==> src/rtl/anf_degree_scan_if.sv <==
// Handshake bundle between the Moebius transform output and the ANF degree scanner.
// The upstream transform side and the downstream result consumer are both modelled
// by the master modport; the scanner itself uses the slave modport.
interface anf_degree_scan_if #(
    parameter int N      = 256,
    parameter int LOG2_N = 8
) ();
    logic              in_valid;
    logic              in_ready;
    logic [0:N-1]      in_coeffs;
    logic              out_valid;
    logic              out_ready;
    logic [LOG2_N:0]   out_degree;
    logic [LOG2_N:0]   out_weight;
    logic              out_zero;

    modport master (
        output in_valid, in_coeffs, out_ready,
        input  in_ready, out_valid, out_degree, out_weight, out_zero
    );

    modport slave (
        input  in_valid, in_coeffs, out_ready,
        output in_ready, out_valid, out_degree, out_weight, out_zero
    );
endinterface

==> src/rtl/anf_degree_scan.sv <==
// Captures one ANF coefficient vector and scans it W coefficients per cycle,
// producing the algebraic degree (max popcount of any present monomial index),
// the monomial count and an all-zero flag. All outputs are flops so nothing
// downstream sees a combinational path from the handshake inputs.
module anf_degree_scan #(
    parameter int N      = 256,
    parameter int LOG2_N = 8,
    parameter int W      = 8
) (
    input  logic                  clk,
    input  logic                  rst_n,
    anf_degree_scan_if.slave      bus
);
    localparam int NCHUNK = N / W;
    localparam int CW     = (NCHUNK > 1) ? $clog2(NCHUNK) : 1;
    localparam logic [CW-1:0] LAST_CHUNK = CW'(NCHUNK - 1);

    typedef enum logic [1:0] {
        IDLE = 2'b00,
        SCAN = 2'b01,
        DONE = 2'b10
    } state_e;

    state_e            state_q, state_d;
    logic [0:N-1]      cap_q, cap_d;
    logic [CW-1:0]     cnt_q, cnt_d;
    logic [LOG2_N:0]   deg_acc_q, deg_acc_d;
    logic [LOG2_N:0]   wt_acc_q, wt_acc_d;
    logic [LOG2_N:0]   out_deg_q, out_deg_d;
    logic [LOG2_N:0]   out_wt_q, out_wt_d;
    logic              out_zero_q, out_zero_d;
    logic              out_valid_q, out_valid_d;
    logic              in_ready_q, in_ready_d;

    logic [LOG2_N:0]   chunk_deg_s;
    logic [LOG2_N:0]   chunk_wt_s;
    logic [LOG2_N-1:0] idx_s;
    logic              accept_s;

    // Number of variables in monomial idx, i.e. its degree.
    function automatic logic [LOG2_N:0] popcount(input logic [LOG2_N-1:0] v);
        logic [LOG2_N:0] s;
        s = '0;
        for (int k = 0; k < LOG2_N; k++) begin
            s = s + {{LOG2_N{1'b0}}, v[k]};
        end
        return s;
    endfunction

    // Degree and weight contribution of the chunk currently addressed by cnt_q.
    always_comb begin
        chunk_deg_s = '0;
        chunk_wt_s  = '0;
        idx_s       = '0;
        for (int j = 0; j < W; j++) begin
            idx_s = LOG2_N'(int'(cnt_q) * W + j);
            if (cap_q[idx_s]) begin
                chunk_wt_s = chunk_wt_s + (LOG2_N+1)'(1);
                if (popcount(idx_s) > chunk_deg_s) begin
                    chunk_deg_s = popcount(idx_s);
                end else begin
                    chunk_deg_s = chunk_deg_s;
                end
            end else begin
                chunk_wt_s = chunk_wt_s;
            end
        end
    end

    // in_ready_q is only high while idle, so it alone qualifies the accept.
    assign accept_s = bus.in_valid && in_ready_q && (state_q == IDLE);

    // Next-state, accumulator and result-register update logic.
    always_comb begin
        state_d    = state_q;
        cap_d      = cap_q;
        cnt_d      = cnt_q;
        deg_acc_d  = deg_acc_q;
        wt_acc_d   = wt_acc_q;
        out_deg_d  = out_deg_q;
        out_wt_d   = out_wt_q;
        out_zero_d = out_zero_q;
        case (state_q)
            IDLE: begin
                if (accept_s) begin
                    cap_d     = bus.in_coeffs;
                    cnt_d     = '0;
                    deg_acc_d = '0;
                    wt_acc_d  = '0;
                    state_d   = SCAN;
                end else begin
                    state_d   = IDLE;
                end
            end
            SCAN: begin
                deg_acc_d = (chunk_deg_s > deg_acc_q) ? chunk_deg_s : deg_acc_q;
                wt_acc_d  = wt_acc_q + chunk_wt_s;
                cnt_d     = cnt_q + CW'(1);
                if (cnt_q == LAST_CHUNK) begin
                    state_d    = DONE;
                    out_deg_d  = deg_acc_d;
                    out_wt_d   = wt_acc_d;
                    out_zero_d = (wt_acc_d == '0);
                end else begin
                    state_d    = SCAN;
                end
            end
            DONE: begin
                if (bus.out_ready) begin
                    state_d = IDLE;
                end else begin
                    state_d = DONE;
                end
            end
            default: begin
                state_d = IDLE;
            end
        endcase
        // Handshake flags follow the next state so they change on the same edge.
        in_ready_d  = (state_d == IDLE);
        out_valid_d = (state_d == DONE);
    end

    // FSM state register.
    always_ff @(posedge clk or negedge rst_n) begin
        if (!rst_n) begin
            state_q <= IDLE;
        end else begin
            state_q <= state_d;
        end
    end

    // Datapath and registered outputs; all cleared while reset is held.
    always_ff @(posedge clk or negedge rst_n) begin
        if (!rst_n) begin
            cap_q       <= '0;
            cnt_q       <= '0;
            deg_acc_q   <= '0;
            wt_acc_q    <= '0;
            out_deg_q   <= '0;
            out_wt_q    <= '0;
            out_zero_q  <= 1'b0;
            out_valid_q <= 1'b0;
            in_ready_q  <= 1'b0;
        end else begin
            cap_q       <= cap_d;
            cnt_q       <= cnt_d;
            deg_acc_q   <= deg_acc_d;
            wt_acc_q    <= wt_acc_d;
            out_deg_q   <= out_deg_d;
            out_wt_q    <= out_wt_d;
            out_zero_q  <= out_zero_d;
            out_valid_q <= out_valid_d;
            in_ready_q  <= in_ready_d;
        end
    end

    assign bus.in_ready   = in_ready_q;
    assign bus.out_valid  = out_valid_q;
    assign bus.out_degree = out_deg_q;
    assign bus.out_weight = out_wt_q;
    assign bus.out_zero   = out_zero_q;
endmodule
==> src/flat_wrapper.sv <==
// flat-port wrapper written by rule: the top's interface ports become plain ports
module anf_degree_scan_flat 
#(
    parameter int N      = 256,
    parameter int LOG2_N = 8,
    parameter int W      = 8
)
  (clk, rst_n, bus_in_valid, bus_in_coeffs, bus_out_ready, bus_in_ready, bus_out_valid, bus_out_degree, bus_out_weight, bus_out_zero);
  anf_degree_scan_if #(.N(N), .LOG2_N(LOG2_N)) bus_i ();
  input  logic clk;
  input  logic rst_n;
  input wire logic [$bits(bus_i.in_valid)-1:0] bus_in_valid;
  input wire logic [$bits(bus_i.in_coeffs)-1:0] bus_in_coeffs;
  input wire logic [$bits(bus_i.out_ready)-1:0] bus_out_ready;
  output wire logic [$bits(bus_i.in_ready)-1:0] bus_in_ready;
  output wire logic [$bits(bus_i.out_valid)-1:0] bus_out_valid;
  output wire logic [$bits(bus_i.out_degree)-1:0] bus_out_degree;
  output wire logic [$bits(bus_i.out_weight)-1:0] bus_out_weight;
  output wire logic [$bits(bus_i.out_zero)-1:0] bus_out_zero;
  assign bus_i.in_valid = bus_in_valid;
  assign bus_i.in_coeffs = bus_in_coeffs;
  assign bus_i.out_ready = bus_out_ready;
  assign bus_in_ready = bus_i.in_ready;
  assign bus_out_valid = bus_i.out_valid;
  assign bus_out_degree = bus_i.out_degree;
  assign bus_out_weight = bus_i.out_weight;
  assign bus_out_zero = bus_i.out_zero;
  anf_degree_scan #(.N(N), .LOG2_N(LOG2_N), .W(W)) u_core (.clk(clk), .rst_n(rst_n), .bus(bus_i));
endmodule
==> config.mk <==
export PLATFORM = sky130hd
export DESIGN_NAME = anf_degree_scan_flat
export DESIGN_NICKNAME = d
export VERILOG_FILES = /design/src/rtl/anf_degree_scan_if.sv /design/src/rtl/anf_degree_scan.sv /design/src/flat_wrapper.sv
export SDC_FILE = /design/constraint.sdc
export NUM_CORES = 1
export LEC_CHECK = 0
export CELL_PAD_IN_SITES_DETAIL_PLACEMENT = 1
export CELL_PAD_IN_SITES_GLOBAL_PLACEMENT = 2
export CORE_UTILIZATION = 42
export CTS_CLUSTER_DIAMETER = 50
export CTS_CLUSTER_SIZE = 12
export DETAILED_ROUTE_END_ITERATION = 10
export DONT_BUFFER_PORTS = 1
export PLACE_DENSITY = 0.95
export SYNTH_ARGS = -nofsm -noshare
export SYNTH_HDL_FRONTEND = slang
export SYNTH_SLANG_ARGS = --single-unit
==> constraint.sdc <==
create_clock -name clk -period 22.8 [get_ports clk]
set_clock_uncertainty 0.15 [all_clocks]
set_input_delay 4.56 -clock clk [delete_from_list [all_inputs] [get_ports clk]]
set_output_delay 4.56 -clock clk [all_outputs]
set_load 0.02 [all_outputs]
**Yosys cells after proc, flatten, opt, wreduce, memory -nomap -nowiden**

Cells that the tools add are included.

- Register bits: 302
- Input port bits: 260
- Output and inout port bits: 21

- Add/subtract/negate cells: 69
- $lt $le $gt $ge: 17
- Equality and inequality tests: 5
- Muxes and demuxes: 58
- Bitwise logic cells: 8
- Reductions and logical operators: 9

Operators with widths:

| kind | number |
|---|---|
| 9-bit by 1-bit adder with 9-bit output | 45 |
| 9-bit 2-to-1 mux | 25 |
| 9-bit greater-or-equal comparator (second input constant) | 8 |
| 9-bit > comparator | 8 |
| 8-bit NOT with 9-bit output | 8 |
| 1-bit binary-select mux with 8-bit select | 8 |
| 9-bit by 1-bit adder with 9-bit output (second input constant) | 6 |
| 9-bit case mux with 2 select lines | 2 |
| 8-bit by 3-bit adder with 8-bit output (second input constant) | 4 |
| 1-bit 2-to-1 mux | 18 |
| 1-bit by 1-bit adder with 2-bit output | 8 |
| 8-bit by 2-bit adder with 8-bit output (second input constant) | 2 |
| 5-bit case mux with 2 select lines | 1 |
| 9-bit adder | 1 |
| 9-bit by 1-bit > comparator with 1-bit output (second input constant) | 1 |
| 9-bit zero test | 1 |
| 8-bit by 1-bit adder with 8-bit output (second input constant) | 1 |
| 2-bit case mux with 3 select lines | 1 |
| 2-bit AND reduction | 3 |
| 5-bit by 1-bit adder with 5-bit output (second input constant) | 1 |
| 5-bit == test (second input constant) | 1 |
| 5-bit 2-to-1 mux | 1 |
| 2-bit == test (second input constant) | 2 |
| 2-bit zero test | 2 |
| 6 further kinds | 8 |

**Longest topological paths before layout**

- Word-level depth: 32
- Mapped depth: 73
- Gate-level depth less buffers: 69

**Worst setup path after synthesis**

No wires, ideal clock.

- Path type: reg-to-reg
- From: register u_core.cnt_q[0]
- To: register u_core.deg_acc_q[4]
- Setup time: 0.066 ns
- Arrival time: 12.957 ns
- Slack: 9.628 ns
- Cell stages (with the launch flop): 68
- Buffers on the path: 4
- Clock period less this slack: 13.172 ns
- Path through: dfrtp_1 buf_6 buf_4 buf_6 buf_2 inv_1 ha_1 fa_1 inv_1 ha_1 fa_1 ha_1 nor2b_1 o21a_1 o21ai_2 or2_2 mux2i_1 ha_1 [32 not listed] mux2_4 ha_1 nor2b_1 o21ai_0 nand2b_1 a21oi_1 a41oi_1 or2b_4 mux2_4 inv_1 ha_1 nor2b_1 o21a_1 o21a_1 o2111ai_1 nor2_1 nor2_1 and2_1

- Cells in the longest elaborated chain, start to end: 31

Ends and longest elaborated chain:

| element | RTL line | text |
|---|---|---|
| start, declared | anf_degree_scan.sv:26 | `logic [CW-1:0] cnt_q, cnt_d;` |
| start signal, assigned | anf_degree_scan.sv:147 | `cnt_q <= cnt_d;` |
| branches (longest 27 deep; another with 9-bit by 1-bit adder with 9-bit output) | -- |  |
| 9-bit 2-to-1 mux * | anf_degree_scan.sv:57 | `if (cap_q[idx_s]) begin` |
| 9-bit > comparator | anf_degree_scan.sv:96 | `deg_acc_d = (chunk_deg_s > deg_acc_q) ? chunk_deg_s : deg_acc_q;` |
| 9-bit 2-to-1 mux * | anf_degree_scan.sv:96 |  |
| 9-bit case mux with 2 select lines * | anf_degree_scan.sv:83 | `case (state_q)` |
| end signal, assigned | anf_degree_scan.sv:148 | `deg_acc_q <= deg_acc_d;` |
| end, declared | anf_degree_scan.sv:27 | `logic [LOG2_N:0] deg_acc_q, deg_acc_d;` |

Every way passes the cells marked *. The select of a mux whose other input is x is not followed.
A chain may end at the register's enable or synchronous reset.

**Worst setup path in the final report**

- From: register u_core.cnt_q[0]
- To: register u_core.deg_acc_q[6]

Same word-level chain as after synthesis.

==> results.txt <==
GR Overflow Total: 0
critical path's largest stage delay: 0.75 ns
Mapped Cells: 1759
reg2reg end: u_core.deg_acc_q[6]$_DFFE_PN0P_
drt wl/cell: 21.43 um
Residual DRC: 0
via count: 12091
reg2reg start: u_core.cnt_q[0]$_DFFE_PN0P_
GRT Overall Usage: 25.40%
Synth async-reset ratio: 100.0%
minimum clock period: 15.18 ns
Via density: 5.359
Setup CP Type: reg2reg
CP Data Arrival Time: 15.53 ns
quantity of gates resized following cts: 0
Hold Path End: u_core.cap_q[72]$_DFFE_PN0P_
Core Util, Final: 46.91%
R2R depth: 65
Syn Std Cell Area: 15970 sq um
Post-DP HPWL: 34630 um
Core Region: 37580 sq um
H-tree levels: 2
First DRT Iteration DRCs: 797
DRT Pass-1 Iters: 5
Worst Hold Class: reg2reg
ant diodes: 0
Clock Pin Slew Worst Setup and Hold Paths: 0.06 ns
final critical-path share of the clock period: 66.57%
fin nets: 2043
worst slew pin tran: 1.212 ns
Mean Syn Cell Area: 9.079 sq um
Post-CTS Hold Buffers: 0
first-pass GRT wire length: 74350 um
Cell variety after synth: 80
Root Driver: clkbuf_16
die area: 38810 sq um
clock latency at the later pin of the worst-skew pair: 0.57 ns
fmax: 65.88 MHz
Synth Register Bits: 302
max-cap violations: 0
Routed WL: 48350 um
RSZ-0062 raised after global routing: false
Initial Util: 42.50%
status: finished clean
Area Growth Syn to Fin: 10.37%
Crit-path slowest cell: dfrtp_4
number of synthesized flops with an enable pin: 0
fillers: 4286
clock tree buffer depth: 3
data required time at the worst endpoint: 23.15 ns
Rel. slew slack: 19.20%
Max FO, Critical Path: 36
clk sinks: 302
sequential fraction of the synthesis area: 47.32%
YS warnings: 0
initial antenna violation count: 0
DIE WIDTH: 197 um
Final setup viols: 0
tightest hold margin: 0.3162 ns
PortBufs: 0
Hold Path Depth: 2
Routability Congestion: 0.8643
vias in the first global route: 12751
# rows: 71
Die Span Y: 197 um
post-CTS setup buffer count: 0
Slew Limit Fails: 0
Worst setup SP type: register
layout cells sized above 1: 8.195%
I/O pins: 281
CTS buffer count: 39
setup TNS: 0 ns
r2r setup slk: 7.62 ns
Primary FF master, synth: dfrtp_1
most frequent CP cell: ha_1
Worst Setup End Kind: register
final hold violation count: 0
hold wc startpoint: u_core.cap_q[72]$_DFFE_PN0P_
Routed Antenna Nets: 0
CTS tree: built
largest net degree at the start of global routing: 303
## critical path, delay by kind of cell, from the launching register on
kind                       cells  cell delay [ns]
and+or+nand+nor               19             3.20
muxes                          5             1.36
DFF                            1             0.75
buffers and inverters          6             1.11
AOI/OAI and AO/OA             23             4.65
adders and majority gates     12             3.85
## cells in the mapped netlist, types with 4 or more instances
cell type	n	area, sq um
clkbuf_1	72	270.3
buf_6	8	90.09
xnor2_2	5	81.33
nand2b_1	7	43.79
o31ai_1	4	30.03
dfrtp_1	302	7557
a22oi_1	22	165.2
nor2b_1	19	118.9
nor3_1	9	45.04
nand3_1	16	80.08
o21bai_1	4	30.03
fa_1	12	240.2
mux2i_1	79	790.8
mux4_2	22	495.5
o221ai_1	6	52.55
mux4_1	8	210.2
nor2_1	21	78.83
a21oi_1	26	130.1
xnor2_1	13	113.9
o21ai_1	6	30.03
and3_1	7	43.79
ha_1	53	663.1
and2_1	11	68.82
nand2_1	832	3123
xor2_1	7	61.31
nand4_1	7	43.79
inv_1	44	165.2
buf_2	5	25.02
o22ai_1	6	37.54
o21a_1	8	60.06
o21ai_0	34	170.2
a21o_1	4	30.03
mux2_2	10	112.6
## cell type report
type / instances / area, sq um / area share (%)
tap: 511 / 639.4 / 3.627
timing repair buffer: 10 / 75.07 / 0.4259
sequential: 302 / 7565 / 42.92
inverter: 48 / 180.2 / 1.022
clock buffer: 48 / 1071 / 6.076
multi-input combinational: 1317 / 7777 / 44.12
clock inverter: 20 / 319.1 / 1.810
## state kept, by name, summed over array words and instances (netlist names)
register and flops:
u_core.state_q 2, u_core.bus.out_weight 9, u_core.bus.out_zero 1, u_core.deg_acc_q 9
u_core.bus.in_ready 1, u_core.cnt_q 5, u_core.cap_q 256, u_core.bus.out_valid 1
u_core.wt_acc_q 9, u_core.bus.out_degree 9
## worst max-delay path by stage
stage,start,end,slack (ns)
finish,u_core.cnt_q[0]$_DFFE_PN0P_,u_core.deg_acc_q[6]$_DFFE_PN0P_,7.62
global route,u_core.cnt_q[0]$_DFFE_PN0P_,u_core.deg_acc_q[4]$_DFFE_PN0P_,6.59
CTS,u_core.cnt_q[0]$_DFFE_PN0P_,u_core.deg_acc_q[7]$_DFFE_PN0P_,7.65
detailed placement,u_core.cnt_q[0]$_DFFE_PN0P_,u_core.deg_acc_q[7]$_DFFE_PN0P_,7.72
global placement,u_core.cnt_q[0]$_DFFE_PN0P_,u_core.deg_acc_q[7]$_DFFE_PN0P_,8.31
floorplan,u_core.cnt_q[0]$_DFFE_PN0P_,u_core.deg_acc_q[4]$_DFFE_PN0P_,9.63
## stage by stage
stage,instance area [sq um],cells,setup slack (ns)
6_report,17630,2256,7.622
2_1_floorplan,15980,1761,9.628
3_3_place_gp,16240,2188,8.312
5_1_grt,17630,2256,6.587
4_1_cts,17630,2256,7.652
3_5_place_dp,16240,2188,7.718
## cell usage in the layout (no fill, tap or decap), types with 7 or more instances in the layout
cell type and instances:
fa_1 12, mux2_2 10, inv_1 44, nor3_1 9
o21ai_0 34, mux4_2 22, a22oi_1 22, xor2_1 7
dfrtp_1 300, nor2b_1 19, xnor2_1 13, clkbuf_16 40
a21oi_1 26, bufinv_16 7, nand3_1 15, and2_1 11
ha_1 53, nor2_1 21, nand4_1 7, buf_4 10
o21a_1 8, nand2_1 832, mux4_1 8, nand2b_1 7
mux2i_1 79
## routing by layer
| metal | wire (um) | global-route usage (%) | vias to the layer above |
|---|---|---|---|
| li1 | - | - | 5658 |
| met1 | 21060 | 33.29 | 6047 |
| met2 | 23220 | 42.09 | 301 |
| met3 | 2544 | 4.483 | 85 |
| met4 | 1524 | 9.417 | 0 |
| met5 | 0 | 0 | - |
## cell families (layout without fill, tap and decap cells)
kind of cell / count (synthesis) / in the layout / share of synthesized area (%)
AOI/OAI and AO/OA: 152 / 152 / 6.613
and+or+nand+nor: 946 / 946 / 23.85
DFF: 302 / 302 / 47.32
xor gates and xnor gates: 25 / 25 / 1.606
buffers and inverters: 142 / 126 / 4.137
muxes: 126 / 126 / 10.80
other: 1 / 3 / 0.02348
adders and majority gates: 65 / 65 / 5.657
Power is not shown: default switching activity piles up to over one toggle a cycle in this logic, so the estimate is an artifact.
